File: src/rtl/riscv_pkg.sv
`default_nettype none
// ============================================================================
// Module      : riscv_pkg
// Description : Shared defaults and the fetch packet type for the RV32
//               instruction-fetch slice.
// Revision    : 1.0 - initial release
// ============================================================================
package riscv_pkg;

    localparam int unsigned     RV_XLEN     = 32;
    localparam int unsigned     RV_ILEN     = 32;
    localparam logic [31:0]     RV_RESET_PC = 32'h0000_0000;

    // One decoded-side handoff: the instruction word and the PC it came from.
    typedef struct packed {
        logic [RV_XLEN-1:0] pc;
        logic [RV_ILEN-1:0] instr;
    } fetch_pkt_t;

endpackage : riscv_pkg
`default_nettype wire

File: src/rtl/riscv_fetch_unit_fifo.sv
`default_nettype none
// ============================================================================
// Module      : fetch_fifo
// Description : Prefetch FIFO. Head is read straight out of the storage
//               registers, so a word pushed in cycle N is visible in N+1.
//               Flush empties the FIFO in one edge.
// Revision    : 1.0 - initial release
// ============================================================================
module fetch_fifo
    import riscv_pkg::*;
#(
    parameter int unsigned DEPTH = 4,
    parameter type         T     = fetch_pkt_t
) (
    input  logic                         clk,
    input  logic                         resetn,
    input  logic                         push,
    input  T                             push_data,
    input  logic                         pop,
    input  logic                         flush,
    output T                             head,
    output logic                         empty,
    output logic                         full,
    output logic [$clog2(DEPTH+1)-1:0]   count
);

    localparam int unsigned        c_ptr_w = $clog2(DEPTH);
    localparam int unsigned        c_cnt_w = $clog2(DEPTH + 1);
    localparam logic [c_cnt_w-1:0] c_depth = c_cnt_w'(DEPTH);

    T                   mem_q [DEPTH];
    T                   mem_d [DEPTH];
    logic [c_ptr_w-1:0] wr_q, wr_d;
    logic [c_ptr_w-1:0] rd_q, rd_d;
    logic [c_cnt_w-1:0] cnt_q, cnt_d;
    logic               push_ok;
    logic               pop_ok;

    // Status flags and handshake qualification; a push on a full FIFO is
    // only taken when the head leaves in the same cycle.
    always_comb begin
        empty   = (cnt_q == '0);
        full    = (cnt_q == c_depth);
        count   = cnt_q;
        head    = mem_q[rd_q];
        pop_ok  = pop && !empty;
        push_ok = push && (!full || pop_ok);
    end

    // Next-state for storage, pointers and occupancy; flush wins.
    always_comb begin
        mem_d = mem_q;
        wr_d  = wr_q;
        rd_d  = rd_q;
        cnt_d = cnt_q;
        if (flush) begin
            wr_d  = '0;
            rd_d  = '0;
            cnt_d = '0;
        end else begin
            if (push_ok) begin
                mem_d[wr_q] = push_data;
                wr_d        = wr_q + c_ptr_w'(1);
            end
            if (pop_ok) begin
                rd_d = rd_q + c_ptr_w'(1);
            end
            case ({push_ok, pop_ok})
                2'b10:   cnt_d = cnt_q + c_cnt_w'(1);
                2'b01:   cnt_d = cnt_q - c_cnt_w'(1);
                default: cnt_d = cnt_q;
            endcase
        end
    end

    // Pointer and occupancy registers.
    always_ff @(posedge clk or negedge resetn) begin
        if (!resetn) begin
            wr_q  <= '0;
            rd_q  <= '0;
            cnt_q <= '0;
        end else begin
            wr_q  <= wr_d;
            rd_q  <= rd_d;
            cnt_q <= cnt_d;
        end
    end

    // Data storage; contents are don't-care while the FIFO is empty.
    always_ff @(posedge clk) begin
        mem_q <= mem_d;
    end

endmodule : fetch_fifo
`default_nettype wire

File: src/rtl/riscv_fetch_unit.sv
`default_nettype none
// ============================================================================
// Module      : riscv_fetch_unit
// Description : Decoupled RV32 fetch stage. Owns the PC, issues pipelined
//               requests under a credit rule so every in-flight word has a
//               FIFO slot, tags responses with their issue PC and hands
//               {pc, instr} to decode. Redirects flush and discard stale
//               responses.
// Revision    : 1.0 - initial release
// ============================================================================
module riscv_fetch_unit
    import riscv_pkg::*;
#(
    parameter int unsigned     XLEN            = RV_XLEN,
    parameter int unsigned     ILEN            = RV_ILEN,
    parameter logic [XLEN-1:0] RESET_PC        = RV_RESET_PC,
    parameter int unsigned     FIFO_DEPTH      = 4,
    parameter int unsigned     MAX_OUTSTANDING = 2
) (
    input  logic            clk,
    input  logic            resetn,
    output logic            imem_req,
    output logic [XLEN-1:0] imem_addr,
    input  logic            imem_gnt,
    input  logic            imem_rvalid,
    input  logic [ILEN-1:0] imem_rdata,
    output logic            if_valid,
    input  logic            if_ready,
    output logic [XLEN-1:0] if_pc,
    output logic [ILEN-1:0] if_instr,
    input  logic            redirect_valid,
    input  logic [XLEN-1:0] redirect_pc
);

    localparam int unsigned        c_out_w   = $clog2(MAX_OUTSTANDING + 1);
    localparam int unsigned        c_fcnt_w  = $clog2(FIFO_DEPTH + 1);
    localparam int unsigned        c_tag_w   = (MAX_OUTSTANDING > 1) ? $clog2(MAX_OUTSTANDING) : 1;
    localparam logic [c_out_w-1:0] c_max_out = c_out_w'(MAX_OUTSTANDING);
    localparam logic [c_tag_w-1:0] c_tag_end = c_tag_w'(MAX_OUTSTANDING - 1);

    typedef struct packed {
        logic [XLEN-1:0] pc;
        logic [ILEN-1:0] instr;
    } pkt_t;

    logic [XLEN-1:0]     pc_q, pc_d;
    logic [c_out_w-1:0]  out_q, out_d;
    logic [c_out_w-1:0]  disc_q, disc_d;
    logic [c_tag_w-1:0]  tag_wr_q, tag_wr_d;
    logic [c_tag_w-1:0]  tag_rd_q, tag_rd_d;
    logic [XLEN-1:0]     tag_mem_q [MAX_OUTSTANDING];
    logic [XLEN-1:0]     tag_mem_d [MAX_OUTSTANDING];

    logic                issue;
    logic                fifo_push;
    logic                fifo_pop;
    logic                fifo_flush;
    logic                fifo_empty;
    logic                fifo_full;
    logic [c_fcnt_w-1:0] fifo_count;
    pkt_t                fifo_in;
    pkt_t                fifo_head;
    logic                unused_redirect_lsbs;

    // The low PC bits of a redirect target are forced to zero.
    assign unused_redirect_lsbs = ^redirect_pc[1:0];

    // Tag queue pointer advance, wrapping at the configured depth.
    function automatic logic [c_tag_w-1:0] tag_next(input logic [c_tag_w-1:0] p);
        return (p == c_tag_end) ? '0 : p + c_tag_w'(1);
    endfunction

    // Issue gating: held off by redirect, the outstanding limit and the
    // credit rule; gated by resetn so it drops the moment reset asserts.
    always_comb begin
        imem_req  = resetn && !redirect_valid && (out_q < c_max_out) &&
                    ((32'(fifo_count) + 32'(out_q)) < FIFO_DEPTH);
        imem_addr = pc_q;
        issue     = imem_req && imem_gnt;
        if_valid  = !fifo_empty;
        if_pc     = fifo_head.pc;
        if_instr  = fifo_head.instr;
        fifo_pop  = if_ready && !fifo_empty && !redirect_valid;
    end

    // PC, counters and tag queue next-state; redirect overrides everything.
    always_comb begin
        pc_d          = pc_q;
        out_d         = out_q;
        disc_d        = disc_q;
        tag_wr_d      = tag_wr_q;
        tag_rd_d      = tag_rd_q;
        tag_mem_d     = tag_mem_q;
        fifo_push     = 1'b0;
        fifo_flush    = 1'b0;
        fifo_in.pc    = tag_mem_q[tag_rd_q];
        fifo_in.instr = imem_rdata;
        if (redirect_valid) begin
            // Everything still in flight becomes stale; a response landing
            // this cycle is dropped here and so is not counted again.
            pc_d       = {redirect_pc[XLEN-1:2], 2'b00};
            out_d      = imem_rvalid ? (out_q - c_out_w'(1)) : out_q;
            disc_d     = out_d;
            tag_wr_d   = '0;
            tag_rd_d   = '0;
            fifo_flush = 1'b1;
        end else begin
            if (issue) begin
                pc_d                = pc_q + XLEN'(4);
                tag_mem_d[tag_wr_q] = pc_q;
                tag_wr_d            = tag_next(tag_wr_q);
            end
            if (imem_rvalid) begin
                if (disc_q != '0) begin
                    disc_d = disc_q - c_out_w'(1);
                end else begin
                    fifo_push = 1'b1;
                    tag_rd_d  = tag_next(tag_rd_q);
                end
            end
            case ({issue, imem_rvalid})
                2'b10:   out_d = out_q + c_out_w'(1);
                2'b01:   out_d = out_q - c_out_w'(1);
                default: out_d = out_q;
            endcase
        end
    end

    // Control registers with asynchronous clear.
    always_ff @(posedge clk or negedge resetn) begin
        if (!resetn) begin
            pc_q     <= RESET_PC;
            out_q    <= '0;
            disc_q   <= '0;
            tag_wr_q <= '0;
            tag_rd_q <= '0;
        end else begin
            pc_q     <= pc_d;
            out_q    <= out_d;
            disc_q   <= disc_d;
            tag_wr_q <= tag_wr_d;
            tag_rd_q <= tag_rd_d;
        end
    end

    // Issue-PC tag storage; only entries between the pointers are meaningful.
    always_ff @(posedge clk) begin
        tag_mem_q <= tag_mem_d;
    end

    fetch_fifo #(
        .DEPTH (FIFO_DEPTH),
        .T     (pkt_t)
    ) u_fifo (
        .clk       (clk),
        .resetn    (resetn),
        .push      (fifo_push),
        .push_data (fifo_in),
        .pop       (fifo_pop),
        .flush     (fifo_flush),
        .head      (fifo_head),
        .empty     (fifo_empty),
        .full      (fifo_full),
        .count     (fifo_count)
    );

    a_no_orphan_rvalid : assert property (@(posedge clk) disable iff (!resetn)
        !(imem_rvalid && (out_q == '0)));

    a_no_fifo_overflow : assert property (@(posedge clk) disable iff (!resetn)
        !(fifo_push && fifo_full && !fifo_pop));

endmodule : riscv_fetch_unit
`default_nettype wire

File: config.mk
export PLATFORM = sky130hd
export DESIGN_NAME = riscv_fetch_unit
export DESIGN_NICKNAME = d
export VERILOG_FILES = /design/src/rtl/riscv_pkg.sv /design/src/rtl/riscv_fetch_unit_fifo.sv /design/src/rtl/riscv_fetch_unit.sv
export SDC_FILE = /design/constraint.sdc
export NUM_CORES = 1
export LEC_CHECK = 0
export BUFFER_PORTS_ARGS = -buffer_cell sky130_fd_sc_hd__buf_2
export CORE_UTILIZATION = 62
export DETAILED_ROUTE_END_ITERATION = 12
export GPL_ROUTABILITY_DRIVEN = 0
export GPL_TIMING_DRIVEN = 0
export PLACE_DENSITY = 0.86
export SLEW_MARGIN = 25
export SYNTH_ARGS = -nofsm -noshare
export SYNTH_HDL_FRONTEND = slang
export SYNTH_HIERARCHICAL = 1
export SYNTH_SLANG_ARGS = --single-unit
File: constraint.sdc
create_clock -name clk -period 9.2 [get_ports clk]
set_input_delay 1.38 -clock clk [delete_from_list [all_inputs] [get_ports clk]]
set_output_delay 1.38 -clock clk [all_outputs]
set_load 0.03 [all_outputs]
==> results.toml, run 1 <==
[floorplanning]
core_area_sq_um = 22100
chipWidth_um = 153
floorplan.die.height_um = 153
std_cell_rows = 54
initial_core_util_pct = 64.1
die-area_sq_um = 23400
ios = 168

[sta]
worst_clock_skew_ns = 0.0128
hold_slack_ns = 0.571
fmax_mhz = 258
hold_viol_final = 0
worst_slew_margin_rel_pct = 44.8
min_period_over_period_pct = 42.2
grt_setup_unrepaired = "no"
report.final.slew_viol_count = 0
final.setup.tns_ns = 0
setup_viol = 0
pin_slew_with_the_least_headroom_to_its_limit_ns = 0.821
min_tclk_post_route_ns = 3.88

[cells_and_area]
diodes = 0
top_library_cells_by_usage_in_the_layout_fill_and_taps_aside = "316 x edfxtp_1, 171 x buf_2, 64 x mux4_2"
layout-drive-gt1-share_pct = 35.7
design.final.nets = 1033
layout_commonest_cell = "edfxtp_1"
flow.area_growth_from_synthesis_pct = 17.4

[worst_hold_path]
timing.hold.worst.start = "imem_addr[3]"
timing.hold.worst_path_depth = 0
holdCritPathClass = "reg -> reg"
worst_hold_path.endpoint = "tag_mem_q[3]"

[run]
drv_cap = 0

[global_route]
number_of_global_route_vias_before_repair = 7793
grt_max_degree = 48
antenna_found_initial = 0
track_usage_pct = 24.5
overflow = 0
grt_first_pass_wirelength_um = 43500

[logic_synthesis]
synth_area_per_cell_sq_um = 19.1
synth_cells = 741
yosys_warnings = 6
cell_area_after_synthesis_sq_um = 14200

[outcome]
status = "complete, no violations"

[setup_path]
capture_instance_of_the_worst_register_to_register_path = "u_fifo/mem_q[188]"
critical_path.max_fanout = 44
cp.required_ns = 7.82
worst_r2r_startpoint = "u_fifo/count[2]"
critical_path_class = "in -> out"
critical_path.endpoint_type = "primary output"
r2r.worst_path.cells = 9
regToRegSetupSlack_ns = 6.23
arrival_time_reported_for_the_critical_path_endpoint_ns = 2.50
startpoint_type = "input port"

[power_and_ir_drop]
static-leakage-power_nw = 5.83
report.power.total_mw = 3.60
power_density_nw_per_um2 = 217
irDropWorstVdd_v = 0.000118

[clock_tree]
cts_resized = 0
clkSlewWorstSetupHoldPaths_ns = 0.06
h-tree-depth = 2
cts_hold_repair.buffers = 0
numClockSinks = 359
cts_tree = "done"
cts_setup_buffers = 0
worstSkewPairLatency_ns = 0.51
cts-buffers-inserted = 36
cts_max_path_buffers = 3
ctsRootBufferMaster = "clkbuf_16"

[detailed_routing]
final_antenna_violating_net_count = 0
1st_iter_drt_viols = 722
avgRoutedWirePerCell_um = 22.0
drcViolationCount = 0
drt-vias-per-instance = 6.07
drt_pass1_iterations = 6
detail_route.wirelength_um = 27800
via_count_of_the_routed_design = 7671

[placed_design]
dp_hpwl_um = 17600
io_buffer_count = 161
[routing by layer]
| metal | up-vias | global-route usage, % | routed length (um) |
|---|---|---|---|
| met5 | - | 0 | 0 |
| met4 | 0 | 8.80 | 749 |
| met3 | 59 | 4.65 | 2050 |
| met2 | 372 | 40.0 | 13700 |
| met1 | 3852 | 33.6 | 11200 |
| li1 | 3388 | - | - |
[how the worst max path moves through the flow]
stage | from | to | slack [ns] | depth (start not counted)
5_1_grt | resetn | imem_req | 5.20 | 4
6_report | resetn | imem_req | 5.32 | 4
3_3_place_gp | resetn | tag_mem_q[59] | 3.30 | 5
4_1_cts | resetn | imem_req | 4.98 | 4
2_1_floorplan | redirect_valid | u_fifo/mem_q[0] | 4.93 | 7
3_5_place_dp | resetn | tag_mem_q[60] | 4.90 | 6
[registers in the layout, summed over array words and instances, names as in the netlist]
name          cells
disc_q            2
imem_addr        30
out_q             2
tag_mem_q        60
tag_rd_q          1
tag_wr_q          1
u_fifo/count      3
u_fifo/mem_q    256
u_fifo/rd_q       2
u_fifo/wr_q       2
[power by group]
part	switching, mW	leakage, nW	internal [mW]
clock	0.574	0.539	0.781
combinational	0.213	1.91	0.123
sequential	0.0555	3.38	1.86
[worst max-delay path, cell delays in order]
cell and delay (ns):
buf_4 0.45, nor2b_1 0.25, and3_1 0.19, buf_2 0.20
[cell type report]
type | count | area, sq um
tap | 280 | 350
sequential | 359 | 10600
clock inverter | 18 | 97.6
clock buffer | 48 | 1020
buffer | 39 | 228
timing repair buffer | 167 | 951
multi-input combinational | 336 | 3360
fill | 1246 | 5460
inverter | 16 | 60.1
[stage by stage]
stage	instance area (sq um)	util [%]	setup slack, ns	instances
2_1_floorplan	14200	-	4.93	750
3_3_place_gp	15300	69.5	3.30	1191
3_5_place_dp	15500	70.2	4.90	1197
4_1_cts	16600	75.3	4.98	1263
5_1_grt	16600	75.3	5.20	1263
6_report	16600	75.3	5.32	1263
Power figures use the tool's default switching activity.
==> run 2, diff against run 1 <==
CORE_UTILIZATION = 52   (was 62)
PLACE_DENSITY = 0.77   (was 0.86)
clock period = 3.1 ns   (was 9.2 ns; I/O delays follow)
==> results.toml, run 2 (synthesis gave the netlist of run 1 again) <==
[outcome]
status = "complete, no violations"

[placed_design]
io_buffer_count = 161
post-place-ws_ns = -0.0644
dp_hpwl_um = 17900

[global_route]
grt_max_degree = 46
track_usage_pct = 20.8
overflow = 0
number_of_global_route_vias_before_repair = 7723
grt_first_pass_wirelength_um = 44200
antenna_found_initial = 0

[clock_tree]
cts-buffers-inserted = 37
h-tree-depth = 2
clkSlewWorstSetupHoldPaths_ns = 0.06
ctsRootBufferMaster = "clkbuf_16"
numClockSinks = 359
cts_tree = "done"
cts_max_path_buffers = 3
worstSkewPairLatency_ns = 0.52

[cells_and_area]
multi_input_area_sq_um = 3360
utilization_pct = 62.4
flow.area_growth_from_synthesis_pct = 18.2
top_library_cells_by_usage_in_the_layout_fill_and_taps_aside = "316 x edfxtp_1, 171 x buf_2, 64 x mux4_2"
layout-drive-gt1-share_pct = 35.6
diodes = 0
registers.top_by_ff_count = "u_fifo/mem_q"
number_of_flip_flops_in_the_largest_register = 256
layout_commonest_cell = "edfxtp_1"
nFillCells = 1881
design.final.nets = 1035
footprint_of_the_flip_flops_and_latches_sq_um = 10600

[sta]
fmax_mhz = 349
worst_clock_skew_ns = 0.0150
final.setup.tns_ns = 0
worst_slew_margin_rel_pct = 50.3
setup_ws_ns = 0.238
pin_slew_with_the_least_headroom_to_its_limit_ns = 0.739
grt_setup_unrepaired = "no"
hold_viol_final = 0
min_tclk_post_route_ns = 2.86
setup_viol = 0
min_period_over_period_pct = 92.3
report.final.slew_viol_count = 0

[detailed_routing]
via_count_of_the_routed_design = 7651
met2WireLength_um = 13400
drcViolationCount = 0
detailroute.wirelength.met3_um = 1850
final_antenna_violating_net_count = 0
1st_iter_drt_viols = 771
detail_route.wirelength_um = 28100
drt-met1-wl_um = 12300
drt-vias-per-instance = 5.77
avgRoutedWirePerCell_um = 21.2
drt_pass1_iterations = 5
routed.top_layer = "met4"

[power_and_ir_drop]
power_density_nw_per_um2 = 645
irDropWorstVdd_v = 0.000401
fraction_of_power_consumed_by_the_clock_network_pct = 38.4
switching_share_pct = 23.1
static-leakage-power_nw = 5.85
p_seq_share_pct = 52.5
power.internal_mw = 8.31
combPwrFrac_pct = 9.1
report.power.total_mw = 10.8
net-switching-power_mw = 2.49

[worst_hold_path]
holdCritPathClass = "in -> reg"
timing.hold.worst.start = "redirect_pc[21]"
worst_hold_path.endpoint = "imem_addr[21]"
timing.hold.worst_path_depth = 3

[setup_path]
startpoint_type = "flop"
capture_instance_of_the_worst_register_to_register_path = "u_fifo/mem_q[6]"
arrival_time_reported_for_the_critical_path_endpoint_ns = 3.11
r2r.worst_path.cells = 9
cp.required_ns = 3.35
critical_path.max_fanout = 39
critical_path.endpoint_type = "flop"
worst_r2r_startpoint = "u_fifo/count[0]"
critical_path_class = "reg -> reg"
regToRegSetupSlack_ns = 0.24

[floorplanning]
chipWidth_um = 167
std_cell_rows = 60
ios = 168
core_area_sq_um = 26800
die-area_sq_um = 27900
initial_core_util_pct = 52.8
floorplan.die.height_um = 167

[run]
drv_cap = 0
==> run 2: timing repair <==
action / in CTS / in global routing
hold buffers: 0 / 1
hold endpoints to repair: 0 / 41
buffers inserted: 0 / 0
setup endpoints to repair: 0 / 53
resized for setup: 0 / 1
==> run 2: per-layer routing <==
metal | global-route usage [%] | up-vias
li1 | - | 3387
met1 | 29.3 | 3865
met2 | 33.4 | 347
met3 | 3.83 | 52
met4 | 6.16 | 0
met5 | 0 | -
==> run 2: cell type report <==
type                    instances  share of cell area (%)
multi-input cells             336                    20.1
well taps                     341                    2.55
clock buffers                  52                    6.24
plain buffers                  39                    1.36
inverters                      16                   0.359
repair buffers                168                    5.70
clock inverters                14                   0.561
flip-flops and latches        359                    63.1
==> run 2: worst max-delay path, cell delays in order, from the launching register on <==
cell and delay [ns]:
dfrtp_1 0.43, buf_4 0.19, nor3_1 0.27, inv_1 0.12, and3_1 0.17, buf_2 0.19, nor4b_2 0.41, nor3_2 0.12
and2_4 0.39, buf_12 0.27
==> run 2: stage by stage <==
stage	hold slack [ns]	std cells	cell area [sq um]
final	0.164	1325	16700
after global routing	0.155	1325	16700
after CTS	0.145	1324	16700
after detailed placement	0.542	1258	15600
after global placement	0.474	1252	15400
after floorplan	0.169	750	14200
==> run 2: worst max path at each step <==
stage | start | endpoint | slack (ns) | depth (start not counted)
finish | u_fifo/count[0] | u_fifo/mem_q[6] | 0.24 | 9
global route | resetn | tag_mem_q[63] | 0.08 | 7
CTS | u_fifo/count[1] | u_fifo/mem_q[20] | 0.13 | 9
detailed placement | resetn | tag_mem_q[61] | -0.06 | 6
global placement | resetn | tag_mem_q[37] | -1.80 | 5
floorplan | redirect_valid | tag_mem_q[34] | 0.06 | 5
==> run 2: power groups by stage <==
stage | Clock, mW | Sequential, mW | Combinational, mW
6_report | 4.15 | 5.67 | 0.983
5_1_grt | 4.42 | 5.69 | 1.07
4_1_cts | 4.24 | 5.67 | 0.985
3_5_place_dp | 0 | 5.77 | 0.978
3_3_place_gp | 0 | 5.76 | 0.940
2_1_floorplan | 0 | 5.80 | 0.576
==> run 3, diff against run 2 <==
GPL_TIMING_DRIVEN = unset   (was 0)
==> results.toml, run 3 (synthesis gave the netlist of run 1 again) <==
[setup_path]
cp.required_ns = 2.63
startpoint_type = "flop"
arrival_time_reported_for_the_critical_path_endpoint_ns = 2.31
critical_path.top_delay_family = "flip-flops"
worstPathBufferInverterCount = 2
crit_path_cell_trace = "buf_12 > mux4_2 > buf_2"
critical_path_class = "reg -> out"
critical_path.endpoint_type = "primary output"
critical_path.max_fanout = 24
crit_path_top_delay_cell = "dfrtp_4"
cpPeakStageDelay_ns = 0.79

[power_and_ir_drop]
irDropWorstVdd_v = 0.000360
fraction_of_power_consumed_by_the_clock_network_pct = 39.7
static-leakage-power_nw = 5.85
combPwrFrac_pct = 8.7
switching_share_pct = 22.7
power_density_nw_per_um2 = 656
net-switching-power_mw = 2.49
p_seq_share_pct = 51.6
power.internal_mw = 8.50
report.power.total_mw = 11.0

[global_route]
grt_first_pass_wirelength_um = 42000
antenna_found_initial = 0
overflow = 0
number_of_global_route_vias_before_repair = 7557
track_usage_pct = 19.7
grt_max_degree = 59

[sta]
min_period_over_period_pct = 89.5
setup_ws_ns = 0.325
fmax_mhz = 360
worst_clock_skew_ns = 0.0138
pin_slew_with_the_least_headroom_to_its_limit_ns = 0.955
setup_viol = 0
report.final.slew_viol_count = 0
hold_viol_final = 0
grt_setup_unrepaired = "no"
final.setup.tns_ns = 0
hold_slack_ns = 0.0712
min_tclk_post_route_ns = 2.78
worst_slew_margin_rel_pct = 36.1

[clock_tree]
cts_resized = 0
numClockSinks = 359
cts_tree = "done"
cts_setup_buffers = 0
ctsRootBufferMaster = "clkbuf_16"
worstSkewPairLatency_ns = 0.51
h-tree-depth = 2
clkSlewWorstSetupHoldPaths_ns = 0.06
cts_hold_repair.buffers = 0
cts_max_path_buffers = 3
cts-buffers-inserted = 37

[run]
drv_cap = 0

[floorplanning]
chipWidth_um = 167
initial_core_util_pct = 52.8
ios = 168
die-area_sq_um = 27900
floorplan.die.height_um = 167
core_area_sq_um = 26800
std_cell_rows = 60

[cells_and_area]
registers.top_by_ff_count = "u_fifo/mem_q"
layout_commonest_cell = "edfxtp_1"
diodes = 0
number_of_flip_flops_in_the_largest_register = 256
post_layout_nonfiller_instances = 1308
top_library_cells_by_usage_in_the_layout_fill_and_taps_aside = "316 x edfxtp_1, 163 x buf_2, 64 x mux4_2"
layout-drive-gt1-share_pct = 36.9
design.final.nets = 1019
utilization_pct = 62.6
flow.area_growth_from_synthesis_pct = 18.4
final_cell_area_sq_um = 16800

[detailed_routing]
drt_pass1_iterations = 5
final_antenna_violating_net_count = 0
drt-vias-per-instance = 5.64
1st_iter_drt_viols = 476
drcViolationCount = 0
via_count_of_the_routed_design = 7378
avgRoutedWirePerCell_um = 20.6
detail_route.wirelength_um = 27000

[placed_design]
dp_hpwl_um = 17200
placedInstanceArea_sq_um = 15600
placedCellCount = 1243
post-place-ws_ns = 0.396
io_buffer_count = 163

[outcome]
status = "complete, no violations"

[worst_hold_path]
holdCritPathClass = "in -> async"
run 3: changes by cell type in the layout (fill, tap and decap cells not counted), sizes merged:
cell	change
buf	-3
bufinv	+4
inv	+1
dlygate4sd3	-1
clkbuf	-19
clkinv	+1
run 3: final cells by class:
class / instances / area, sq um
fill: 1846 / 10000
clock inverter: 20 / 228
multi-input combinational: 336 / 3350
tap: 341 / 427
timing repair buffer: 191 / 1160
inverter: 16 / 60.1
clock buffer: 45 / 966
sequential: 359 / 10600
run 3: final timing paths:
kind,endpoint,startpoint,cells past startpoint,slack (ns)
worst max register to register,u_fifo/mem_q[21],disc_q[0],7,0.56
max in group asynchronous,u_fifo/rd_q[1],resetn,2,2.59
worst min-delay path,imem_addr[20],resetn,2,0.07
min in group clk,imem_addr[20],redirect_pc[20],3,0.16
worst min register to register,tag_wr_q,tag_wr_q,1,0.55
worst max-delay path,if_pc[28],u_fifo/rd_q[0],3,0.32
run 3: routing by layer:
| layer | wire length [um] | share of wire (%) | vias to the layer above | track usage [%] |
|---|---|---|---|---|
| met5 | 0 | 0 | - | 0 |
| met3 | 1710 | 6.3 | 27 | 4.09 |
| met4 | 413 | 1.5 | 0 | 5.07 |
| met1 | 11700 | 44 | 3733 | 27.3 |
| met2 | 13100 | 49 | 250 | 32.2 |
| li1 | - | - | 3368 | - |
run 3: power by group through the flow:
stage               registers [mW]  logic, mW  clock network, mW
detailed placement            5.77      0.954                  0
CTS                           5.68      0.960               4.46
finish                        5.68      0.952               4.37
floorplan                     5.80      0.576                  0
global route                  5.70       1.03               4.66
global placement              5.76      0.929                  0
